### config.mk
export PLATFORM = sky130hd
export DESIGN_NAME = pipeline_ctrl
export DESIGN_NICKNAME = d
export VERILOG_FILES = /design/src/rtl/pipeline_ctrl.sv
export SDC_FILE = /design/constraint.sdc
export NUM_CORES = 1
export LEC_CHECK = 0
export BUFFER_PORTS_ARGS = -buffer_cell sky130_fd_sc_hd__buf_2
export CAP_MARGIN = 20
export CORE_ASPECT_RATIO = 0.7
export CORE_MARGIN = 1
export CORE_UTILIZATION = 40
export DETAILED_ROUTE_END_ITERATION = 10
export PLACE_DENSITY = 0.75
export SYNTH_ARGS = -nofsm -noshare
export SYNTH_HDL_FRONTEND = slang
export SYNTH_SLANG_ARGS = --single-unit
### constraint.sdc
create_clock -name clk_i -period 5.1 [get_ports clk_i]
set_input_delay 1.02 -clock clk_i [delete_from_list [all_inputs] [get_ports clk_i]]
set_output_delay 1.02 -clock clk_i [all_outputs]
set_load 0.01 [all_outputs]
### src/rtl/pipeline_ctrl.sv
// Pipeline hazard controller for a five-stage in-order core.
// Tracks the destination of the instructions in EX, MEM and WB, selects
// operand forwarding, inserts load-use bubbles, freezes the pipe while a
// load waits on data memory and squashes IF/ID on a taken branch.
// Stall and flush decisions are combinational so they act in the same
// cycle as the hazard; the slots, state and counters are registered.
//
//   state      | meaning
//   -----------+-----------------------------------------------------------
//   RUN        | normal flow, slots advance every cycle
//   LOAD_STALL | previous cycle inserted a load-use bubble into EX
//   MEM_WAIT   | load in MEM waiting for mem_ready_i, whole pipe frozen

module pipeline_ctrl #(
  parameter int CNT_W = 16
) (
  input  logic             clk_i,
  input  logic             rst_i,
  input  logic             id_valid_i,
  input  logic [4:0]       id_rs1_i,
  input  logic [4:0]       id_rs2_i,
  input  logic [4:0]       id_rd_i,
  input  logic             id_we_i,
  input  logic             id_is_load_i,
  input  logic [31:0]      ex_result_i,
  input  logic [31:0]      mem_result_i,
  input  logic [31:0]      wb_data_i,
  input  logic             mem_ready_i,
  input  logic             branch_taken_i,
  output logic             is_fwd_a_o,
  output logic             is_fwd_b_o,
  output logic [31:0]      dat_fwd_a_o,
  output logic [31:0]      dat_fwd_b_o,
  output logic             stall_if_o,
  output logic             stall_id_o,
  output logic             stall_all_o,
  output logic             flush_id_o,
  output logic [CNT_W-1:0] stall_cnt_o,
  output logic [CNT_W-1:0] flush_cnt_o
);

  typedef enum logic [1:0] {
    RUN        = 2'd0,
    LOAD_STALL = 2'd1,
    MEM_WAIT   = 2'd2
  } state_t;

  typedef struct packed {
    logic       valid;
    logic [4:0] rd;
    logic       we;
    logic       is_load;
  } slot_t;

  state_t            state;
  slot_t             ex_slot;
  slot_t             mem_slot;
  slot_t             wb_slot;
  slot_t             id_slot;
  logic [CNT_W-1:0]  stall_cnt;
  logic [CNT_W-1:0]  flush_cnt;

  logic              mem_wait;
  logic              load_use;
  logic              do_flush;
  logic              do_ld_stall;
  logic [32:0]       fwd_a;
  logic [32:0]       fwd_b;

  // Pick the youngest producer of src; a load still in EX has no data yet,
  // so it never forwards (the load-use bubble covers it).
  function automatic logic [32:0] fwd_pick(
    input logic [4:0]  src,
    input slot_t       ex_s,
    input slot_t       mem_s,
    input slot_t       wb_s,
    input logic [31:0] ex_d,
    input logic [31:0] mem_d,
    input logic [31:0] wb_d
  );
    logic [32:0] res;
    res = '0;
    if (src != 5'd0) begin
      if (ex_s.valid && ex_s.we && !ex_s.is_load && (ex_s.rd == src)) begin
        res = {1'b1, ex_d};
      end else if (mem_s.valid && mem_s.we && (mem_s.rd == src)) begin
        res = {1'b1, mem_d};
      end else if (wb_s.valid && wb_s.we && (wb_s.rd == src)) begin
        res = {1'b1, wb_d};
      end
    end
    return res;
  endfunction

  // Hazard detection and priority: memory wait, then branch, then load-use.
  always_comb begin
    if (state == MEM_WAIT) begin
      mem_wait = !mem_ready_i;
    end else begin
      mem_wait = mem_slot.valid && mem_slot.is_load && !mem_ready_i;
    end
    load_use = id_valid_i && ex_slot.valid && ex_slot.is_load &&
               (ex_slot.rd != 5'd0) &&
               ((ex_slot.rd == id_rs1_i) || (ex_slot.rd == id_rs2_i));
    do_flush    = !mem_wait && branch_taken_i;
    do_ld_stall = !mem_wait && !branch_taken_i && load_use;
    id_slot     = id_valid_i ? {1'b1, id_rd_i, id_we_i, id_is_load_i} : '0;
  end

  // Operand forwarding from the current slots.
  always_comb begin
    fwd_a = fwd_pick(id_rs1_i, ex_slot, mem_slot, wb_slot,
                     ex_result_i, mem_result_i, wb_data_i);
    fwd_b = fwd_pick(id_rs2_i, ex_slot, mem_slot, wb_slot,
                     ex_result_i, mem_result_i, wb_data_i);
  end

  // Control outputs, held quiet while reset is asserted.
  always_comb begin
    is_fwd_a_o  = rst_i && fwd_a[32];
    is_fwd_b_o  = rst_i && fwd_b[32];
    dat_fwd_a_o = rst_i ? fwd_a[31:0] : 32'd0;
    dat_fwd_b_o = rst_i ? fwd_b[31:0] : 32'd0;
    stall_if_o  = rst_i && do_ld_stall;
    stall_id_o  = rst_i && do_ld_stall;
    stall_all_o = rst_i && mem_wait;
    flush_id_o  = rst_i && do_flush;
    stall_cnt_o = stall_cnt;
    flush_cnt_o = flush_cnt;
  end

  // State and tracking slots: frozen during a memory wait, bubble on flush/stall.
  always_ff @(posedge clk_i) begin
    if (!rst_i) begin
      state    <= RUN;
      ex_slot  <= '0;
      mem_slot <= '0;
      wb_slot  <= '0;
    end else if (mem_wait) begin
      state <= MEM_WAIT;
    end else begin
      wb_slot  <= mem_slot;
      mem_slot <= ex_slot;
      if (do_flush || do_ld_stall) begin
        ex_slot <= '0;
      end else begin
        ex_slot <= id_slot;
      end
      state <= do_ld_stall ? LOAD_STALL : RUN;
    end
  end

  // Saturating stall and flush performance counters.
  always_ff @(posedge clk_i) begin
    if (!rst_i) begin
      stall_cnt <= '0;
      flush_cnt <= '0;
    end else begin
      if ((mem_wait || do_ld_stall) && (stall_cnt != '1)) begin
        stall_cnt <= stall_cnt + 1'b1;
      end
      if (do_flush && (flush_cnt != '1)) begin
        flush_cnt <= flush_cnt + 1'b1;
      end
    end
  end

endmodule

==> results.json, run 1 <==
{
  "outcome": "complete, no violations",
  "skew_ns": 0.00498,
  "route.met2.wl_um": 6350,
  "grt_usage": 0.241,
  "yosysMostFrequentCell": "nor2_1",
  "ys_top_cells_by_count": "90 x nor2_1, 79 x mux2i_1, 71 x nand2_1",
  "hold_class": "reg2reg",
  "clock_path_buffers": 2,
  "synth_top_family_by_area": "simple AND/OR/NAND/NOR gates",
  "yosysTopAreaCellShare": 0.247,
  "vdd_drop_max_mv": 0.184,
  "synthMuxAreaShare": 0.171,
  "yosysWarnings": 0,
  "tns_ns": 0,
  "ys.flop_type": "dfxtp_1",
  "finish.utilization": 0.550,
  "wl_met3_um": 962,
  "grt_pass1_wl_um": 23100,
  "critPathMaxFanout": 34,
  "ant_nets": 0,
  "synth.distinct_cells": 47,
  "syn_nets": 704,
  "critical_path_class": "in2out",
  "fin_crit_ns": 4.02,
  "gr-total-overflow": 0,
  "power.leakage_nw": 3.24,
  "final_area_mm2": 0.00612,
  "p_per_area_mw_per_mm2": 198,
  "yosys-top-cells-area": "dfxtp_1 25%, mux2i_1 17%, a2bb2oi_1 12%",
  "cts_buffers": 9,
  "wl_met1_um": 7020,
  "fin_crit_sh": 0.789,
  "first_pass_iters": 5,
  "multiInputGateArea_mm2": 0.00327,
  "synth-simple-area-share": 0.236,
  "setup_viol_count_final": 0,
  "max-slew-margin-rel": 0.596,
  "dieArea_mm2": 0.0120,
  "port_buffers": 219,
  "nets": 904,
  "core_area_mm2": 0.0111,
  "wirelength_um": 14500,
  "cts_resized": 0,
  "synth_compound_area_frac": 0.213,
  "maxCapViolCount": 0,
  "syn_area_per_cell_um2": 7.91,
  "cts_tree": "built",
  "cp.required_ns": 4.08,
  "start_kind": "primary input",
  "netlist_area_mm2": 0.00462,
  "num_vias": 5022,
  "rows": 32,
  "finalPower_mw": 1.21,
  "synth_cells": 584,
  "ys_ff_latch": 57,
  "gp_congestion": 0.908,
  "holdBufCountCts": 0,
  "ctsHtreeMaxLevel": 3,
  "synth_fa_ha_area_frac": 0.00542,
  "synth_enable_flop_cells": 0,
  "fmax_mhz": 249,
  "dieHeight_um": 91.9,
  "die_w_um": 130,
  "worstMarginPinSlew_ns": 0.606,
  "fillers": 1120,
  "synth_seq_area_share": 0.247,
  "vias_per_cell": 5.32,
  "worstPathArrival_ns": 3.00,
  "grt_pass1_vias": 4686,
  "path_clk_slew_ns": 0.05,
  "final_cells": 944,
  "async_reset_ff_frac": 0,
  "antenna_found_initial": 3,
  "post_cts_buffers": 0,
  "cts_root_buf": "clkbuf_16",
  "start_util": 0.415,
  "dp_cells": 926,
  "pin_count": 220,
  "top_layer": "met5",
  "seq_area_mm2": 0.00114,
  "yosys.area_share.xor_xnor": 0.0815,
  "postPlaceCellArea_mm2": 0.00581,
  "wire_per_inst_um": 15.3,
  "yosysTopAreaCell": "dfxtp_1",
  "cts_num_sinks": 57,
  "drc_errors": 0,
  "drive_above_1_share": 0.326,
  "endpoint_kind": "output pin",
  "dp_hpwl_um": 10900,
  "areaGrowthSynthToFinish_pct": 32.5,
  "clk_latency_ns": 0.32,
  "rsz0062_at_grt": "false",
  "timing.final.hold_violations": 0,
  "maxSlewViolCount": 0,
  "grt_max_degree": 39,
  "drtIter0Drc": 284
}
[area by class of cell]
class	instances	share of cell area
antenna	2	0.000817
clock buffer	14	0.0448
clock inverter	2	0.00572
inverter	6	0.00368
multi-input combinational	480	0.535
sequential	57	0.186
tap	153	0.0313
timing repair buffer	230	0.193
[final timing paths]
kind                                   from               to  slack (ns)  depth (start not counted)
worst max-delay path            id_rs2_i[4]  dat_fwd_b_o[16]        1.08                         10
worst min-delay path            mem_slot[0]      mem_slot[0]        0.45                          2
worst max register to register   ex_slot[3]  stall_cnt_o[15]        2.90                          6
worst min register to register  mem_slot[0]      mem_slot[0]        0.45                          2
[cells by family (layout without fill, tap and decap cells)]
| group | Yosys count | count (layout) |
|---|---|---|
| AOI/OAI and AO/OA | 123 | 123 |
| xor gates and xnor gates | 43 | 43 |
| adders and majority gates | 2 | 2 |
| buffers and inverters | 47 | 252 |
| DFF | 57 | 57 |
| muxes | 79 | 79 |
| other | 0 | 2 |
| and+or+nand+nor | 233 | 233 |
[metal layers]
layer	GRT usage	vias to the layer above
met5	0	-
met2	0.355	159
li1	-	2501
met4	0.0594	2
met1	0.345	2341
met3	0.0624	19
[through the flow]
| stage | hold WS, ns | setup WS, ns |
|---|---|---|
| 5_1_grt | 0.477 | 0.919 |
| 3_5_place_dp | 0.446 | 1.10 |
| 3_3_place_gp | 0.439 | 1.16 |
| 4_1_cts | 0.455 | 1.09 |
| 6_report | 0.451 | 1.08 |
| 2_1_floorplan | 0.432 | 1.70 |
[flip-flops by register name, summed over array words and instances, names as in the netlist]
name	cells
ex_slot	8
flush_cnt_o	16
stall_cnt_o	16
wb_slot	7
state	2
mem_slot	8
[critical path, stage by stage]
cell	delay (ns)
buf_2	0.13
xor2_1	0.15
nor4_2	0.31
nand4_2	0.12
buf_4	0.31
a21o_1	0.23
buf_4	0.24
a2bb2oi_1	0.18
nor2_1	0.13
buf_2	0.15
[report_power, final]
part	internal, mW	leakage (nW)	switching (mW)
sequential	0.452	0.461	0.00718
clock	0.416	0.153	0.189
combinational	0.0710	2.62	0.0776
total	0.939	3.24	0.274
[placed cells by master, fill, tap and decap left out, types with 6 or more instances in the layout]
| cell | netlist | layout |
|---|---|---|
| buf_2 | 14 | 219 |
| nor2_1 | 90 | 90 |
| mux2i_1 | 79 | 79 |
| nand2_1 | 71 | 71 |
| a2bb2oi_1 | 64 | 64 |
| dfxtp_1 | 57 | 57 |
| xor2_1 | 34 | 34 |
| a21oi_1 | 27 | 27 |
| nand2b_1 | 14 | 14 |
| nand3_1 | 13 | 13 |
| buf_4 | 3 | 11 |
| xnor2_1 | 9 | 9 |
| nand4_1 | 9 | 9 |
| clkbuf_16 | 0 | 9 |
| nor3_1 | 7 | 7 |
| a22o_1 | 7 | 7 |
| inv_1 | 6 | 6 |
Power figures use the tool's default switching activity.
==> run 2: changes to the inputs <==
==> constraint.sdc (replaced) <==
create_clock -name clk_i -period 4.03 [get_ports clk_i]
set_input_delay 0.806 -clock clk_i [delete_from_list [all_inputs] [get_ports clk_i]]
set_output_delay 0.806 -clock clk_i [all_outputs]
set_load 0.01 [all_outputs]
==> results.json, run 2 (synthesis gave the netlist of run 1 again) <==
{
  "outcome": "complete, no violations",
  "dieArea_mm2": 0.0120,
  "timing.final.hold_violations": 0,
  "final_common_cell": "buf_2",
  "power.leakage_nw": 3.25,
  "gr-total-overflow": 0,
  "drc_errors": 0,
  "start_kind": "primary input",
  "wire_per_inst_um": 15.4,
  "endpoint_kind": "output pin",
  "worstMarginPinSlew_ns": 1.07,
  "grt_pass1_vias": 4750,
  "tns_ns": 0,
  "antenna_found_initial": 0,
  "skew_ns": 0.00544,
  "start_util": 0.415,
  "port_buffers": 219,
  "grt_pass1_wl_um": 23200,
  "grt_max_degree": 39,
  "cts_buffers": 9,
  "maxSlewViolCount": 0,
  "dieHeight_um": 91.9,
  "grt_usage": 0.241,
  "core_area_mm2": 0.0111,
  "wirelength_um": 14500,
  "drive_above_1_share": 0.328,
  "cts_root_buf": "clkbuf_16",
  "rsz0062_at_grt": "false",
  "p_per_area_mw_per_mm2": 266,
  "clock_path_buffers": 2,
  "cts_resized": 0,
  "rows": 32,
  "seq_area_mm2": 0.00114,
  "final_cells": 943,
  "hold_class": "reg2reg",
  "maxCapViolCount": 0,
  "areaGrowthSynthToFinish_pct": 33.3,
  "multiInputGateArea_mm2": 0.00327,
  "path_clk_slew_ns": 0.05,
  "drtIter0Drc": 367,
  "num_vias": 5119,
  "worstPathArrival_ns": 2.85,
  "fin_crit_sh": 0.906,
  "setup_viol_count_final": 0,
  "dp_hpwl_um": 10900,
  "dp_cells": 927,
  "vdd_drop_max_mv": 0.209,
  "holdBufCountCts": 0,
  "cp.required_ns": 3.22,
  "ctsHtreeMaxLevel": 3,
  "fmax_mhz": 274,
  "pin_count": 220,
  "ant_nets": 0,
  "antennaDiodeCount": 0,
  "final_cell_mix": "219 x buf_2, 90 x nor2_1, 79 x mux2i_1",
  "first_pass_iters": 5,
  "cts_tree": "built",
  "critPathMaxFanout": 32,
  "cts_num_sinks": 57,
  "fin_crit_ns": 3.65,
  "gp_congestion": 0.883,
  "post_cts_buffers": 0,
  "die_w_um": 130,
  "critical_path_class": "in2out",
  "fillers": 1085,
  "clk_latency_ns": 0.32,
  "vias_per_cell": 5.43,
  "nets": 905,
  "max-slew-margin-rel": 0.288
}
-- run 2: cell types whose count changed in the layout (fill, tap and decap cells not counted) --
cell / before / now
clkbuf_1: 2 / 1
clkinvlp_4: 0 / 1
clkbuf_8: 3 / 1
bufinv_16: 1 / 3
buf_4: 11 / 12
diode_2: 2 / 0
-- run 2: critical path, stage by stage --
cell,delay (ns)
buf_2,0.13
xor2_1,0.14
nor3_1,0.26
and3b_1,0.22
a21o_1,0.80
a2bb2oi_1,0.28
nor2_1,0.05
buf_2,0.14
-- run 2: power by group --
part           switching (mW)  leakage [nW]  total [mW]  internal (mW)
Sequential            0.00873         0.461       0.580          0.571
Combinational          0.0979          2.63       0.188         0.0901
Clock                   0.252         0.166       0.871          0.619
-- run 2: area by class of cell --
class	count	share of cell area
well taps	153	0.0311
clock inverters	5	0.0167
inverters	6	0.00366
flip-flops and latches	57	0.185
clock buffers	11	0.0394
repair buffers	231	0.193
multi-input cells	480	0.531
-- run 2: final timing paths --
| kind | start | slack (ns) | to | cells past startpoint |
|---|---|---|---|---|
| setup reg to reg | mem_slot[7] | 1.73 | stall_cnt_o[15] | 6 |
| hold reg to reg | mem_slot[0] | 0.45 | mem_slot[0] | 2 |
| hold / removal | mem_slot[0] | 0.45 | mem_slot[0] | 2 |
| setup / recovery | id_rs2_i[4] | 0.38 | dat_fwd_b_o[18] | 8 |
-- run 2: layer usage --
layer | track usage | vias up | wire, um
met2 | 0.362 | 186 | 6350
met4 | 0.0546 | 0 | 208
li1 | - | 2505 | -
met5 | 0 | - | 0
met1 | 0.340 | 2402 | 7050
met3 | 0.0624 | 26 | 944
-- run 2: stage by stage --
stage	cell area (um2)	hold WS [ns]	total power, mW	utilization	setup WS (ns)
after global placement	5820	0.441	0.774	0.522	0.469
after global routing	6160	0.470	1.70	0.554	0.183
final	6160	0.452	1.64	0.554	0.378
after CTS	6160	0.452	1.65	0.554	0.403
after floorplan	4620	0.432	0.677	-	1.06
after detailed placement	5820	0.446	0.777	0.522	0.412
==> run 3: changes to the inputs <==
==> constraint.sdc (replaced) <==
create_clock -name clk_i -period 4.03 [get_ports clk_i]
set_input_delay 0.806 -clock clk_i [delete_from_list [all_inputs] [get_ports clk_i]]
set_output_delay 0.806 -clock clk_i [all_outputs]
set_load 0.02 [all_outputs]
==> results.json, run 3 (synthesis gave the netlist of run 1 again) <==
{
  "rsz0062_at_grt": "false",
  "holdBufCountCts": 0,
  "maxSlewViolCount": 0,
  "gr-total-overflow": 0,
  "cts_buffers": 9,
  "outcome": "complete, no violations",
  "start_kind": "primary input",
  "grt_usage": 0.238,
  "skew_ns": 0.00573,
  "maxCapViolCount": 0,
  "drtIter0Drc": 304,
  "nets": 906,
  "port_buffers": 219,
  "hold_depth": 2,
  "antenna_found_initial": 2,
  "postPlaceCellArea_mm2": 0.00582,
  "num_vias": 5059,
  "final_cell_mix": "219 x buf_2, 90 x nor2_1, 79 x mux2i_1",
  "clk_latency_ns": 0.32,
  "setup_viol_count_final": 0,
  "r2r_cells": 6,
  "max_stage_delay_ns": 0.38,
  "crit_path_cell_trace": "buf_2 -> xor2_1 -> nor4_1 -> nand3_1 -> a21o_1 -> buf_4 -> a2bb2oi_1 -> nor2_1 -> buf_2",
  "areaGrowthSynthToFinish_pct": 32.4,
  "worstPathArrival_ns": 2.60,
  "rr_endpoint": "stall_cnt_o[15]",
  "path_clk_slew_ns": 0.05,
  "grt_pass1_vias": 4615,
  "min_from": "mem_slot[0]",
  "critical_path_class": "in2out",
  "start_util": 0.415,
  "fin_crit_sh": 0.846,
  "die_w_um": 130,
  "drc_errors": 0,
  "post_cts_buffers": 0,
  "final_area_mm2": 0.00612,
  "critPathMaxFanout": 32,
  "drive_above_1_share": 0.329,
  "cts_root_buf": "clkbuf_16",
  "power.leakage_nw": 3.24,
  "cts_num_sinks": 57,
  "r2r-start": "mem_slot[7]",
  "worstMarginPinSlew_ns": 0.625,
  "gp_congestion": 0.919,
  "cp-startpoint": "id_rs2_i[1]",
  "wire_per_inst_um": 15.4,
  "clock_path_buffers": 2,
  "tns_ns": 0,
  "grt_pass1_wl_um": 22800,
  "rows": 32,
  "dieHeight_um": 91.9,
  "core_area_mm2": 0.0111,
  "dieArea_mm2": 0.0120,
  "final_common_cell": "buf_2",
  "fin_crit_ns": 3.41,
  "dp_hpwl_um": 10900,
  "max-slew-margin-rel": 0.583,
  "timing.final.hold_violations": 0,
  "cts_resized": 0,
  "pin_count": 220,
  "hold_end": "mem_slot[0]",
  "vdd_drop_max_mv": 0.210,
  "slowest_stage": "nor4_1",
  "path_common_cell": "buf_2",
  "ant_nets": 0,
  "grt_max_degree": 39,
  "fmax_mhz": 293,
  "vias_per_cell": 5.35,
  "hold_class": "reg2reg",
  "cp.required_ns": 3.22,
  "cts_tree": "built",
  "first_pass_iters": 4,
  "reg2reg_slack_ns": 1.79,
  "wirelength_um": 14600,
  "p_per_area_mw_per_mm2": 244,
  "fillers": 1103,
  "endpoint_kind": "output pin",
  "ctsHtreeMaxLevel": 3
}
run 3: cell count changes in the layout (fill, tap and decap cells not counted), sizes merged:
| cell | previous run | this run |
|---|---|---|
| clkinv | 1 | 2 |
| clkbuf | 11 | 14 |
| buf | 231 | 232 |
| clkinvlp | 1 | 0 |
| bufinv | 3 | 0 |
| diode | 0 | 1 |
run 3: power breakdown:
| group | internal (mW) | leakage [nW] | switching [mW] |
|---|---|---|---|
| clock | 0.480 | 0.149 | 0.242 |
| combinational | 0.0897 | 2.63 | 0.0992 |
| sequential | 0.572 | 0.461 | 0.00883 |
run 3: worst max-delay path by stage:
| stage | slack, ns | cells past startpoint | endpoint |
|---|---|---|---|
| after floorplan | 0.85 | 7 | stall_if_o |
| after global placement | 0.69 | 9 | dat_fwd_b_o[0] |
| after detailed placement | 0.68 | 9 | dat_fwd_b_o[2] |
| after CTS | 0.67 | 9 | dat_fwd_b_o[2] |
| after global routing | 0.48 | 9 | dat_fwd_b_o[2] |
| final | 0.62 | 9 | dat_fwd_b_o[2] |
run 3: worst max-delay path, delay by kind of cell:
| kind | cells | cell delay, ns |
|---|---|---|
| simple gates | 3 | 0.69 |
| compound gates | 2 | 0.40 |
| xor+xnor | 1 | 0.14 |
| buf+inv | 3 | 0.55 |
run 3: metal layers:
layer | up-vias | track usage | share of wire
met5 | - | 0 | 0.00069
met2 | 177 | 0.348 | 0.43
met3 | 25 | 0.0618 | 0.073
met4 | 2 | 0.0690 | 0.017
li1 | 2508 | - | -
met1 | 2347 | 0.340 | 0.48
run 3: layout make-up:
cell class / instances / area [um2] / area share
sequential: 57 / 1140 / 0.186
antenna: 1 / 2.50 / 0.000409
clock buffer: 14 / 284 / 0.0464
inverter: 6 / 22.5 / 0.00368
multi-input combinational: 480 / 3270 / 0.535
tap: 153 / 191 / 0.0313
clock inverter: 2 / 10.0 / 0.00164
timing repair buffer: 232 / 1190 / 0.195
run 3: per-stage QoR:
stage	total power [mW]	util	setup slack [ns]	hold slack, ns	instances
after floorplan	0.679	-	0.849	0.432	584
after global placement	0.775	0.523	0.690	0.439	928
after detailed placement	0.778	0.523	0.679	0.449	928
after CTS	1.50	0.550	0.669	0.455	944
after global routing	1.54	0.550	0.480	0.490	944
final	1.49	0.550	0.620	0.452	945
